==> src/rtl/jtag_bitbang_bridge_mc_pkg.sv <==
// Command/response encodings and command classifier for the multi-chain
// remote_bitbang JTAG bridge.
`timescale 1ns/1ps
package jtag_bridge_pkg;

  localparam logic [7:0] CMD_BLINK_ON  = 8'h42;  // 'B'
  localparam logic [7:0] CMD_BLINK_OFF = 8'h62;  // 'b'
  localparam logic [7:0] CMD_PIN_LO    = 8'h30;  // '0'
  localparam logic [7:0] CMD_PIN_HI    = 8'h37;  // '7'
  localparam logic [7:0] CMD_RST_LO    = 8'h72;  // 'r'
  localparam logic [7:0] CMD_RST_HI    = 8'h75;  // 'u'
  localparam logic [7:0] CMD_READ      = 8'h52;  // 'R'
  localparam logic [7:0] CMD_STATUS    = 8'h3F;  // '?'
  localparam logic [7:0] CMD_SEL_MASK  = 8'h80;

  localparam logic [7:0] RESP_ZERO = 8'h30;      // "0"
  localparam logic [7:0] RESP_ONE  = 8'h31;      // "1"

  typedef enum logic [2:0] {
    CLS_NOP, CLS_LED, CLS_PINS, CLS_RST, CLS_READ, CLS_SEL, CLS_STATUS
  } cmd_cls_e;

  // Range check on the select index is left to the bridge, which knows NUM_CHAINS.
  function automatic cmd_cls_e cmd_class(input logic [7:0] b);
    if ((b & CMD_SEL_MASK) != 8'h00)                  return CLS_SEL;
    if (b == CMD_BLINK_ON || b == CMD_BLINK_OFF)      return CLS_LED;
    if (b >= CMD_PIN_LO && b <= CMD_PIN_HI)           return CLS_PINS;
    if (b >= CMD_RST_LO && b <= CMD_RST_HI)           return CLS_RST;
    if (b == CMD_READ)                                return CLS_READ;
    if (b == CMD_STATUS)                              return CLS_STATUS;
    return CLS_NOP;
  endfunction

endpackage

==> src/rtl/jtag_bitbang_bridge_mc_if.sv <==
// USB byte-stream handshake bundle between the CDC endpoints and the bridge.
// Signal suffixes are from the bridge's point of view.
`timescale 1ns/1ps
interface jtag_bitbang_bridge_mc_if;
  logic [7:0] from_usb_data_i;
  logic       from_usb_valid_i;
  logic       from_usb_ready_o;
  logic [7:0] to_usb_data_o;
  logic       to_usb_valid_o;
  logic       to_usb_ready_i;

  modport master (
    output from_usb_data_i, from_usb_valid_i, to_usb_ready_i,
    input  from_usb_ready_o, to_usb_data_o, to_usb_valid_o
  );

  modport slave (
    input  from_usb_data_i, from_usb_valid_i, to_usb_ready_i,
    output from_usb_ready_o, to_usb_data_o, to_usb_valid_o
  );
endinterface

==> src/rtl/jtag_bitbang_bridge_mc_resp_fifo.sv <==
// jtag_resp_fifo: synchronous show-ahead FIFO. Pointers carry one extra wrap
// bit; full/empty come from comparing it. Head reads as zero while empty.
`timescale 1ns/1ps
module jtag_resp_fifo #(
  parameter int WIDTH = 8,
  parameter int DEPTH = 8
) (
  input  logic             clk_i,
  input  logic             rst_n_i,
  input  logic             push_i,
  input  logic [WIDTH-1:0] data_i,
  input  logic             pop_i,
  output logic [WIDTH-1:0] data_o,
  output logic             full_o,
  output logic             empty_o
);
  localparam int AW = $clog2(DEPTH);

  logic [AW:0]                  wr_q, wr_d, rd_q, rd_d;
  logic [DEPTH-1:0][WIDTH-1:0]  mem_q, mem_d;
  logic                         push_ok, pop_ok;

  assign empty_o = (wr_q == rd_q);
  assign full_o  = (wr_q[AW] != rd_q[AW]) && (wr_q[AW-1:0] == rd_q[AW-1:0]);
  assign data_o  = empty_o ? '0 : mem_q[rd_q[AW-1:0]];
  assign push_ok = push_i && !full_o;
  assign pop_ok  = pop_i && !empty_o;

  // Next pointers and storage; push and pop may both fire in one cycle.
  always_comb begin
    wr_d  = wr_q;
    rd_d  = rd_q;
    mem_d = mem_q;
    if (push_ok) begin
      mem_d[wr_q[AW-1:0]] = data_i;
      wr_d = wr_q + 1'b1;
    end
    if (pop_ok) rd_d = rd_q + 1'b1;
  end

  // Pointer and storage registers; reset drops anything queued.
  always_ff @(posedge clk_i or negedge rst_n_i) begin
    if (!rst_n_i) begin
      wr_q  <= '0;
      rd_q  <= '0;
      mem_q <= '0;
    end else begin
      wr_q  <= wr_d;
      rd_q  <= rd_d;
      mem_q <= mem_d;
    end
  end
endmodule

==> src/rtl/jtag_bitbang_bridge_mc.sv <==
// jtag_bitbang_bridge_mc: remote_bitbang byte decoder driving NUM_CHAINS JTAG
// chains with queued TDO responses. Optional '?' status byte is built when
// JTAG_BRIDGE_STATUS_EN is defined.
`timescale 1ns/1ps
module jtag_bitbang_bridge_mc
  import jtag_bridge_pkg::*;
#(
  parameter int NUM_CHAINS  = 2,
  parameter int RESP_DEPTH  = 8,
  parameter int SYNC_STAGES = 2,
  localparam int SEL_W = (NUM_CHAINS > 1) ? $clog2(NUM_CHAINS) : 1
) (
  input  logic                  clk_i,
  input  logic                  rst_n_i,
  jtag_bitbang_bridge_mc_if.slave usb,
  output logic [NUM_CHAINS-1:0] tck_o,
  output logic [NUM_CHAINS-1:0] tms_o,
  output logic [NUM_CHAINS-1:0] tdi_o,
  input  logic [NUM_CHAINS-1:0] tdo_i,
  output logic                  trst_o,
  output logic                  srst_o,
  output logic                  bitbang_led_o,
  output logic [SEL_W-1:0]      chain_sel_o
);
  logic [NUM_CHAINS-1:0]                  tck_q, tck_d, tms_q, tms_d, tdi_q, tdi_d;
  logic [SYNC_STAGES-1:0][NUM_CHAINS-1:0] sync_q, sync_d;
  logic [SEL_W-1:0]                       sel_q, sel_d;
  logic                                   trst_q, trst_d, srst_q, srst_d, led_q, led_d;
  logic                                   accept, fifo_full, fifo_empty, push;
  logic [7:0]                             push_data, cmd;
  cmd_cls_e                               cls;

  assign cmd        = usb.from_usb_data_i;
  assign cls        = cmd_class(cmd);
  // Back-pressure every command while full so order is never broken.
  assign usb.from_usb_ready_o = !fifo_full;
  assign accept     = usb.from_usb_valid_i && !fifo_full;
  assign usb.to_usb_valid_o   = !fifo_empty;

  assign tck_o         = tck_q;
  assign tms_o         = tms_q;
  assign tdi_o         = tdi_q;
  assign trst_o        = trst_q;
  assign srst_o        = srst_q;
  assign bitbang_led_o = led_q;
  assign chain_sel_o   = sel_q;

  // Command decode: next pin/reset/LED/select state and response push.
  always_comb begin
    tck_d     = tck_q;
    tms_d     = tms_q;
    tdi_d     = tdi_q;
    trst_d    = trst_q;
    srst_d    = srst_q;
    led_d     = led_q;
    sel_d     = sel_q;
    push      = 1'b0;
    push_data = RESP_ZERO;
    sync_d    = {sync_q[SYNC_STAGES-2:0], tdo_i};
    if (accept) begin
      unique case (cls)
        CLS_LED:  led_d = (cmd == CMD_BLINK_ON);
        CLS_PINS: begin
          for (int c = 0; c < NUM_CHAINS; c++) begin
            if (int'(sel_q) == c) {tck_d[c], tms_d[c], tdi_d[c]} = cmd[2:0];
          end
        end
        // 'r'..'u' have low bits 10,11,00,01; adding 2 maps them to 00..11.
        CLS_RST:  {trst_d, srst_d} = cmd[1:0] + 2'b10;
        CLS_READ: begin
          push      = 1'b1;
          push_data = sync_q[SYNC_STAGES-1][sel_q] ? RESP_ONE : RESP_ZERO;
        end
        CLS_SEL:  if (int'(cmd[6:0]) < NUM_CHAINS) sel_d = cmd[SEL_W-1:0];
`ifdef JTAG_BRIDGE_STATUS_EN
        CLS_STATUS: begin
          logic [3:0] sel4;
          sel4            = '0;
          sel4[SEL_W-1:0] = sel_q;
          push            = 1'b1;
          push_data       = {1'b0, fifo_full, 2'b00, sel4};
        end
`endif
        default: ;
      endcase
    end
  end

  // Pin, control and synchronizer registers.
  always_ff @(posedge clk_i or negedge rst_n_i) begin
    if (!rst_n_i) begin
      tck_q  <= '0;
      tms_q  <= '0;
      tdi_q  <= '0;
      trst_q <= 1'b0;
      srst_q <= 1'b0;
      led_q  <= 1'b0;
      sel_q  <= '0;
      sync_q <= '0;
    end else begin
      tck_q  <= tck_d;
      tms_q  <= tms_d;
      tdi_q  <= tdi_d;
      trst_q <= trst_d;
      srst_q <= srst_d;
      led_q  <= led_d;
      sel_q  <= sel_d;
      sync_q <= sync_d;
    end
  end

  jtag_resp_fifo #(.WIDTH(8), .DEPTH(RESP_DEPTH)) u_resp_fifo (
    .clk_i   (clk_i),
    .rst_n_i (rst_n_i),
    .push_i  (push),
    .data_i  (push_data),
    .pop_i   (usb.to_usb_ready_i),
    .data_o  (usb.to_usb_data_o),
    .full_o  (fifo_full),
    .empty_o (fifo_empty)
  );
endmodule

==> src/flat_wrapper.sv <==
// flat-port wrapper written by rule: the top's interface ports become plain ports
module jtag_bitbang_bridge_mc_flat import jtag_bridge_pkg::*;
#(
  parameter int NUM_CHAINS  = 2,
  parameter int RESP_DEPTH  = 8,
  parameter int SYNC_STAGES = 2,
  localparam int SEL_W = (NUM_CHAINS > 1) ? $clog2(NUM_CHAINS) : 1
)
  (clk_i, rst_n_i, tck_o, tms_o, tdi_o, tdo_i, trst_o, srst_o, bitbang_led_o, chain_sel_o, usb_from_usb_data_i, usb_from_usb_valid_i, usb_to_usb_ready_i, usb_from_usb_ready_o, usb_to_usb_data_o, usb_to_usb_valid_o);
  jtag_bitbang_bridge_mc_if usb_i ();
  input  logic clk_i;
  input  logic rst_n_i;
  output logic [NUM_CHAINS-1:0] tck_o;
  output logic [NUM_CHAINS-1:0] tms_o;
  output logic [NUM_CHAINS-1:0] tdi_o;
  input  logic [NUM_CHAINS-1:0] tdo_i;
  output logic trst_o;
  output logic srst_o;
  output logic bitbang_led_o;
  output logic [SEL_W-1:0] chain_sel_o;
  input wire logic [$bits(usb_i.from_usb_data_i)-1:0] usb_from_usb_data_i;
  input wire logic [$bits(usb_i.from_usb_valid_i)-1:0] usb_from_usb_valid_i;
  input wire logic [$bits(usb_i.to_usb_ready_i)-1:0] usb_to_usb_ready_i;
  output wire logic [$bits(usb_i.from_usb_ready_o)-1:0] usb_from_usb_ready_o;
  output wire logic [$bits(usb_i.to_usb_data_o)-1:0] usb_to_usb_data_o;
  output wire logic [$bits(usb_i.to_usb_valid_o)-1:0] usb_to_usb_valid_o;
  assign usb_i.from_usb_data_i = usb_from_usb_data_i;
  assign usb_i.from_usb_valid_i = usb_from_usb_valid_i;
  assign usb_i.to_usb_ready_i = usb_to_usb_ready_i;
  assign usb_from_usb_ready_o = usb_i.from_usb_ready_o;
  assign usb_to_usb_data_o = usb_i.to_usb_data_o;
  assign usb_to_usb_valid_o = usb_i.to_usb_valid_o;
  jtag_bitbang_bridge_mc #(.NUM_CHAINS(NUM_CHAINS), .RESP_DEPTH(RESP_DEPTH), .SYNC_STAGES(SYNC_STAGES)) u_core (.clk_i(clk_i), .rst_n_i(rst_n_i), .usb(usb_i), .tck_o(tck_o), .tms_o(tms_o), .tdi_o(tdi_o), .tdo_i(tdo_i), .trst_o(trst_o), .srst_o(srst_o), .bitbang_led_o(bitbang_led_o), .chain_sel_o(chain_sel_o));
endmodule
==> config.mk <==
export PLATFORM = sky130hd
export DESIGN_NAME = jtag_bitbang_bridge_mc_flat
export DESIGN_NICKNAME = d
export VERILOG_FILES = /design/src/rtl/jtag_bitbang_bridge_mc_pkg.sv /design/src/rtl/jtag_bitbang_bridge_mc_if.sv /design/src/rtl/jtag_bitbang_bridge_mc_resp_fifo.sv /design/src/rtl/jtag_bitbang_bridge_mc.sv /design/src/flat_wrapper.sv
export SDC_FILE = /design/constraint.sdc
export NUM_CORES = 1
export LEC_CHECK = 0
export BUFFER_PORTS_ARGS = -buffer_cell sky130_fd_sc_hd__buf_2
export CAP_MARGIN = 20
export CORE_MARGIN = 5
export CORE_UTILIZATION = 45
export CTS_CLUSTER_DIAMETER = 120
export DETAILED_ROUTE_END_ITERATION = 6
export PLACE_DENSITY = 0.73
export SYNTH_ARGS = -nofsm -noshare
export SYNTH_HDL_FRONTEND = slang
export SYNTH_HIERARCHICAL = 1
export SYNTH_SLANG_ARGS = --single-unit
==> constraint.sdc <==
create_clock -name clk_i -period 3.55 [get_ports clk_i]
set_input_delay 0.1775 -clock clk_i [delete_from_list [all_inputs] [get_ports clk_i]]
set_output_delay 0.1775 -clock clk_i [all_outputs]
set_load 0.005 [all_outputs]
=== After elaboration in Yosys (flattened, before gate mapping) ===
Cells that the tools add are included.

* Add/subtract/negate cells: 3
* $lt $le $gt $ge: 9
* Equality and inequality tests: 12
* Mux-type cells: 47
* Bitwise gates (word level): 1
* Reduce and logical (&&, ||, !) cells: 15

{| class="wikitable"
|+ Operators with widths
! operator !! number
|-
| bitwise mux 64 bit || 1
|-
| two-way mux 8 bit || 5
|-
| two-way mux 3 bit || 13
|-
| two-way mux 1 bit || 26
|-
| binary-select mux 8 bit (select 3 bit) || 1
|-
| demux 8 bit (select 3 bit) || 1
|-
| equality test 8 x 7 -> 1 bit, second input constant || 3
|-
| AND reduction 3 bit || 3
|-
| adder 4 x 1 -> 4 bit, second input constant || 2
|-
| equality test 8 x 6 -> 1 bit, second input constant || 1
|-
| greater-or-equal comparator 8 x 6 -> 1 bit, second input constant || 1
|-
| greater-or-equal comparator 8 x 7 -> 1 bit, second input constant || 1
|-
| <= comparator 8 x 6 -> 1 bit, second input constant || 1
|-
| <= comparator 8 x 7 -> 1 bit, second input constant || 1
|-
| < comparator 3 x 4 -> 1 bit, second input constant || 2
|-
| logical AND 1 bit || 7
|-
| < comparator 7 x 2 -> 1 bit, second input constant || 1
|-
| equality test 3 x 2 -> 1 bit, second input constant || 2
|-
| equality test 3 bit, second input constant || 2
|-
| equality test 4 bit || 1
|-
| AND reduction 2 bit || 2
|-
| equality test 3 x 1 -> 1 bit, second input constant || 1
|-
| equality test 3 bit || 1
|-
| greater-or-equal comparator 3 x 1 -> 1 bit, second input constant || 1
|-
| 6 further kinds || 7
|}

* Flip-flop bits (word level): 86
* Output and inout bits: 20
* Word-level logic and storage cells: 109

=== Logic depth before layout (Yosys ltp) ===
* Word-level depth: 28
* Depth in mapped cells: 10
* Gate-level depth less buffers: 8

=== Cells and area by module ===
Netlist, hierarchy kept.

{| class="wikitable"
|+ Modules (own cells, without submodules)
! module !! instances !! cells an instance !! area an instance (µm²)
|-
| jtag_resp_fifo || 1 || 218 || 3437.0
|-
| jtag_bitbang_bridge_mc || 1 || 52 || 660.6
|}

=== Worst setup path after synthesis ===
OpenSTA, ideal clock, no wires.

* Path type: flip-flop to flip-flop
* Start: reg u_core.u_resp_fifo.wr_q[1]
* End: reg u_core/u_resp_fifo/mem_q[16] (netlist name)
* Arrival: 2571 ps
* Required time: 3425 ps
* Setup slack: 854 ps
* Cell stages (with the launch flop): 11
* Period minus slack after synthesis: 2696 ps
* Cell sequence: dfrtp_1 -> buf_4 -> xnor2_2 -> nand4_4 -> inv_4 -> nand4bb_4 -> nor3_1 -> nor3b_1 -> and3_1 -> clkbuf_1 -> mux2_2

* Cells in the longest elaborated chain, start to end: 6

{| class="wikitable"
|+ RTL lines
! item !! RTL line !! source
|-
| start: declaration || jtag_bitbang_bridge_mc_resp_fifo.sv:19 || <nowiki>logic [AW:0] wr_q, wr_d, rd_q, rd_d;</nowiki>
|-
| start signal: assignment || jtag_bitbang_bridge_mc_resp_fifo.sv:48 || <nowiki>wr_q <= wr_d;</nowiki>
|-
| equality test 3 bit || jtag_bitbang_bridge_mc_resp_fifo.sv:24 || <nowiki>assign full_o = (wr_q[AW] != rd_q[AW]) && (wr_q[AW-1:0] == rd_q[AW-1:0]);</nowiki>
|-
| logical AND 1 bit || jtag_bitbang_bridge_mc_resp_fifo.sv:24 ||
|-
| net u_core.fifo_full || jtag_bitbang_bridge_mc.sv:29 || <nowiki>logic accept, fifo_full, fifo_empty, push;</nowiki>
|-
| logical NOT 1 bit || jtag_bitbang_bridge_mc.sv:37 || <nowiki>assign accept = usb.from_usb_valid_i && !fifo_full;</nowiki>
|-
| logical AND 1 bit || jtag_bitbang_bridge_mc.sv:37 ||
|-
| two-way mux 1 bit || jtag_bitbang_bridge_mc.sv:60 || <nowiki>if (accept) begin</nowiki>
|-
| net u_core.push || jtag_bitbang_bridge_mc.sv:29 ||
|-
| logical AND 1 bit || jtag_bitbang_bridge_mc_resp_fifo.sv:26 || <nowiki>assign push_ok = push_i && !full_o;</nowiki>
|-
| end signal: assignment || jtag_bitbang_bridge_mc_resp_fifo.sv:50 || <nowiki>mem_q <= mem_d;</nowiki>
|-
| end: declaration || jtag_bitbang_bridge_mc_resp_fifo.sv:20 || <nowiki>logic [DEPTH-1:0][WIDTH-1:0] mem_q, mem_d;</nowiki>
|}

The timed path passes the listed nets, and every way through them passes these cells.
A chain may end at the register's enable or synchronous reset.

=== Worst setup path after layout ===
* Start: reg u_core.u_resp_fifo.rd_q[2]
* End: reg u_core/u_resp_fifo/mem_q[32] (netlist name)

* Cells in the longest elaborated chain, start to end: 6

{| class="wikitable"
|+ RTL lines
! item !! RTL line !! source
|-
| start: declaration || jtag_bitbang_bridge_mc_resp_fifo.sv:19 ||
|-
| start signal: assignment || jtag_bitbang_bridge_mc_resp_fifo.sv:49 || <nowiki>rd_q <= rd_d;</nowiki>
|-
| equality test 3 bit || jtag_bitbang_bridge_mc_resp_fifo.sv:24 ||
|-
| logical AND 1 bit || jtag_bitbang_bridge_mc_resp_fifo.sv:24 ||
|-
| net u_core.fifo_full || jtag_bitbang_bridge_mc.sv:29 ||
|-
| logical NOT 1 bit || jtag_bitbang_bridge_mc.sv:37 ||
|-
| logical AND 1 bit || jtag_bitbang_bridge_mc.sv:37 ||
|-
| two-way mux 1 bit || jtag_bitbang_bridge_mc.sv:60 ||
|-
| net u_core.push || jtag_bitbang_bridge_mc.sv:29 ||
|-
| logical AND 1 bit || jtag_bitbang_bridge_mc_resp_fifo.sv:26 ||
|}

The timed path passes the listed nets, and every way through them passes these cells.

==> results.md <==
* Drc violations at 0
* WP data required at 3.79 ns
* H-tree depth at 3
* Total Nets Final at 380
* CP max stage delay at 0.67 ns
* DR iter-0 viols at 101
* Tcrit/Tclk final at 88.8%
* Slew HR at 57.0%
* Min-Delay Endpoint: u_core/trst_o
* Worst Hold Depth at 2
* Fin area at 0.00480 sq mm
* Ports at 34
* Flop pwr share at 49.1%
* Max rail drop VDD at 0.202 mV
* Fin Setup TNS at 0 ns
* Fin util at 54.5%
* Final setup violation count at 0
* Clock share of power at 30.6%
* Tot GR Track Use at 14.8%
* CP Class: flip-flop to flip-flop
* Total power at 2.20 mW
* Fmax at 317 MHz
* Cells after DPL at 457
* Critical-path cell list: xnor2_1, nand4_4, inv_4, nand4bb_4, nor3_1, nand2_1, or4_4, mux2_4
* Worst reg2reg path depth at 8
* CTS Buf Count at 9
* Vias/cell at 5.05
* Seq/Total Area, Yosys at 52.5%
* Grt ovf at 0
* First-pass GRT wire length at 12900 microns
* DP HPWL at 5230 microns
* Core area at 0.00881 sq mm
* Switching share of power at 29.0%
* Critical path's top delay family: simple AND/OR/NAND/NOR gates
* Vias in the first global route at 2594
* Run status: finished clean
* Clock Sinks at 86
* IO buf count at 33
* Worst R2R Setup Slack at 0.40 ns
* PostCTS Resize Cnt at 0
* ANT nets after route at 0
* Routed WL at 7690 microns
* Most common cell after layout, fill and taps aside: dfrtp_1
* Clock tree buffer depth at 2
* Hold_buf cts at 2
* Crit Path Max Fanout at 11
* Clk_lat worst skew at 0.35 ns
* CP bufs+invs at 1
* DRT Pass-1 Iters at 6
* Beginning of the worst register-to-register path: u_core/u_resp_fifo/rd_q[2]
* Worst-Margin Slew at 0.640 ns
* Die extent in x at 105 microns
* Sw power at 0.639 mW
* Worst-path clk slew at 0.09 ns
* Synthesized area at 0.00410 sq mm
* RR Endpoint: u_core/u_resp_fifo/mem_q[32]
* Placed Area at 0.00455 sq mm
* Pwr per Cell Area at 459 mW/mm^2
* Via count at 2411
* Final GP Congestion at 0.834
* Antenna violations before repair at 0
* Die H at 105 microns
* # Max-Cap Violations at 0
* Hold_sp: usb_from_usb_data_i[1]
* Crit path max-delay cell type: dfrtp_1
* Leak Pwr at 2.46 nW
* Comb pwr share at 20.3%
* Fin crit period at 3.15 ns
* Critical path startpoint category: flip-flop
* Slew Viols, Final at 0
* Post-Place Worst Slack at 0.412 ns
* Most frequent cells in the layout: dfrtp_1 (86), mux2_2 (63), conb_1 (56)
* Internal Power at 1.57 mW
* Starting Density at 46.5%
* Final hold vios at 0
* Largest net degree at the start of global routing at 87
* Post-CTS Setup Inserts at 0
* Yosys reg bits at 86
* Share of cells above drive strength 1 at 41.2%
* Root Driver: clkbuf_8
* Ant. Diodes at 0
* Critical path capture point type: flip-flop
* WL/cell at 16.1 microns
* Synth warnings at 6
* Final setup margin at 0.396 ns
* RSZ-0062 raised after global routing: false
* Syn Inst Count at 270
* Fin Clk Skew at 0.00999 ns
* Yosys cell types at 42
* CTS tree: yes
* HP Class: input pin to flip-flop
* Core Rows at 34
* Final Non-Filler Cells at 477
* CP arrival at 3.39 ns
* Area grow syn2layout at 17.2%
* Avg Cell Area, Syn at 15.2 sq um
* Fin Hold WS at 0.106 ns
* Area of the die at 0.0111 sq mm
how the worst max path moves through the flow:
stage	start	endpoint	slack, ns	depth (start not counted)
6_report	u_core/u_resp_fifo/rd_q[2]	u_core/u_resp_fifo/mem_q[32]	0.40	8
5_1_grt	u_core/u_resp_fifo/rd_q[2]	u_core/u_resp_fifo/mem_q[16]	0.07	8
4_1_cts	u_core/u_resp_fifo/rd_q[2]	u_core/u_resp_fifo/mem_q[22]	0.39	8
3_5_place_dp	u_core/u_resp_fifo/rd_q[2]	u_core/u_resp_fifo/mem_q[19]	0.41	8
3_3_place_gp	u_core/u_resp_fifo/rd_q[2]	u_core/u_resp_fifo/mem_q[22]	0.50	8
2_1_floorplan	u_core/u_resp_fifo/wr_q[1]	u_core/u_resp_fifo/mem_q[16]	0.85	10
Yosys cell counts (all sizes together):
| cell type | number | share of area, % |
|---|---|---|
| clkbuf | 3 | 0.27 |
| nor4bb | 1 | 0.24 |
| nor3b | 2 | 0.37 |
| and4b | 1 | 0.24 |
| nand2 | 4 | 0.37 |
| nand4 | 4 | 0.98 |
| nand3b | 2 | 0.37 |
| xor2 | 4 | 0.85 |
| or4 | 2 | 0.55 |
| a2bb2oi | 1 | 0.21 |
| nor4 | 1 | 0.15 |
| dfrtp | 86 | 53 |
| conb | 2 | 0.18 |
| ha | 2 | 0.61 |
| nand3 | 3 | 0.37 |
| xnor2 | 7 | 1.9 |
| mux4 | 16 | 8.8 |
| mux2 | 74 | 21 |
| nor3 | 4 | 0.49 |
| or3b | 1 | 0.21 |
| or3 | 1 | 0.15 |
| or2b | 1 | 0.18 |
| buf | 10 | 1.8 |
| nand4b | 2 | 0.43 |
| nor2b | 1 | 0.15 |
| o31ai | 1 | 0.18 |
| nor4b | 2 | 0.79 |
| nand2b | 1 | 0.15 |
| inv | 5 | 0.52 |
| mux2i | 10 | 2.4 |
| nor2 | 14 | 1.3 |
| and3 | 1 | 0.15 |
| nand4bb | 1 | 0.67 |
metal layers:
| layer | vias up | wire (microns) | GRT usage (%) |
|---|---|---|---|
| li1 | 1114 | - | - |
| met1 | 1217 | 3370 | 18.8 |
| met2 | 67 | 3750 | 23.8 |
| met3 | 13 | 435 | 5.01 |
| met4 | 0 | 136 | 5.34 |
| met5 | - | 0 | 0 |
layout make-up:
type,instances,area (sq um)
clock buffers,11,131
multi-input cells,220,2040
fillers,731,4010
inverters,5,21.3
well taps,108,135
repair buffers,42,263
clock inverters,5,57.6
flip-flops and latches,86,2150
logic make-up (layout without fill, tap and decap cells):
logic type               after synthesis  after routing  synth area share (%)
AO/OA/AOI/OAI                          2              2                 0.397
XOR/XNOR                              11             11                  2.72
adder cells (fa/ha/maj)                2              2                 0.611
buffers and inverters                 18             63                  2.63
flip-flops                            86             86                  52.5
multiplexers                         100            100                  32.6
other                                  2             56                 0.183
AND/OR/NAND/NOR                       49             49                  8.37
registers in the layout, summed over array words and instances (netlist names), 2 cells and up:
name / count
u_core/tck_o: 2
u_core/u_resp_fifo/mem_q: 64
u_core/tms_o: 2
u_core/sync_d: 2
u_core/tdi_o: 2
u_core/sync_q: 2
u_core/u_resp_fifo/wr_q: 4
u_core/u_resp_fifo/rd_q: 4
power by group through the flow:
stage	combinational (mW)	sequential (mW)	clock (mW)
3_3_place_gp	0.439	1.10	0
6_report	0.447	1.08	0.675
2_1_floorplan	0.380	1.07	0
5_1_grt	0.487	1.09	0.745
3_5_place_dp	0.445	1.10	0
4_1_cts	0.447	1.08	0.698
(Power assumes the default switching activity.)
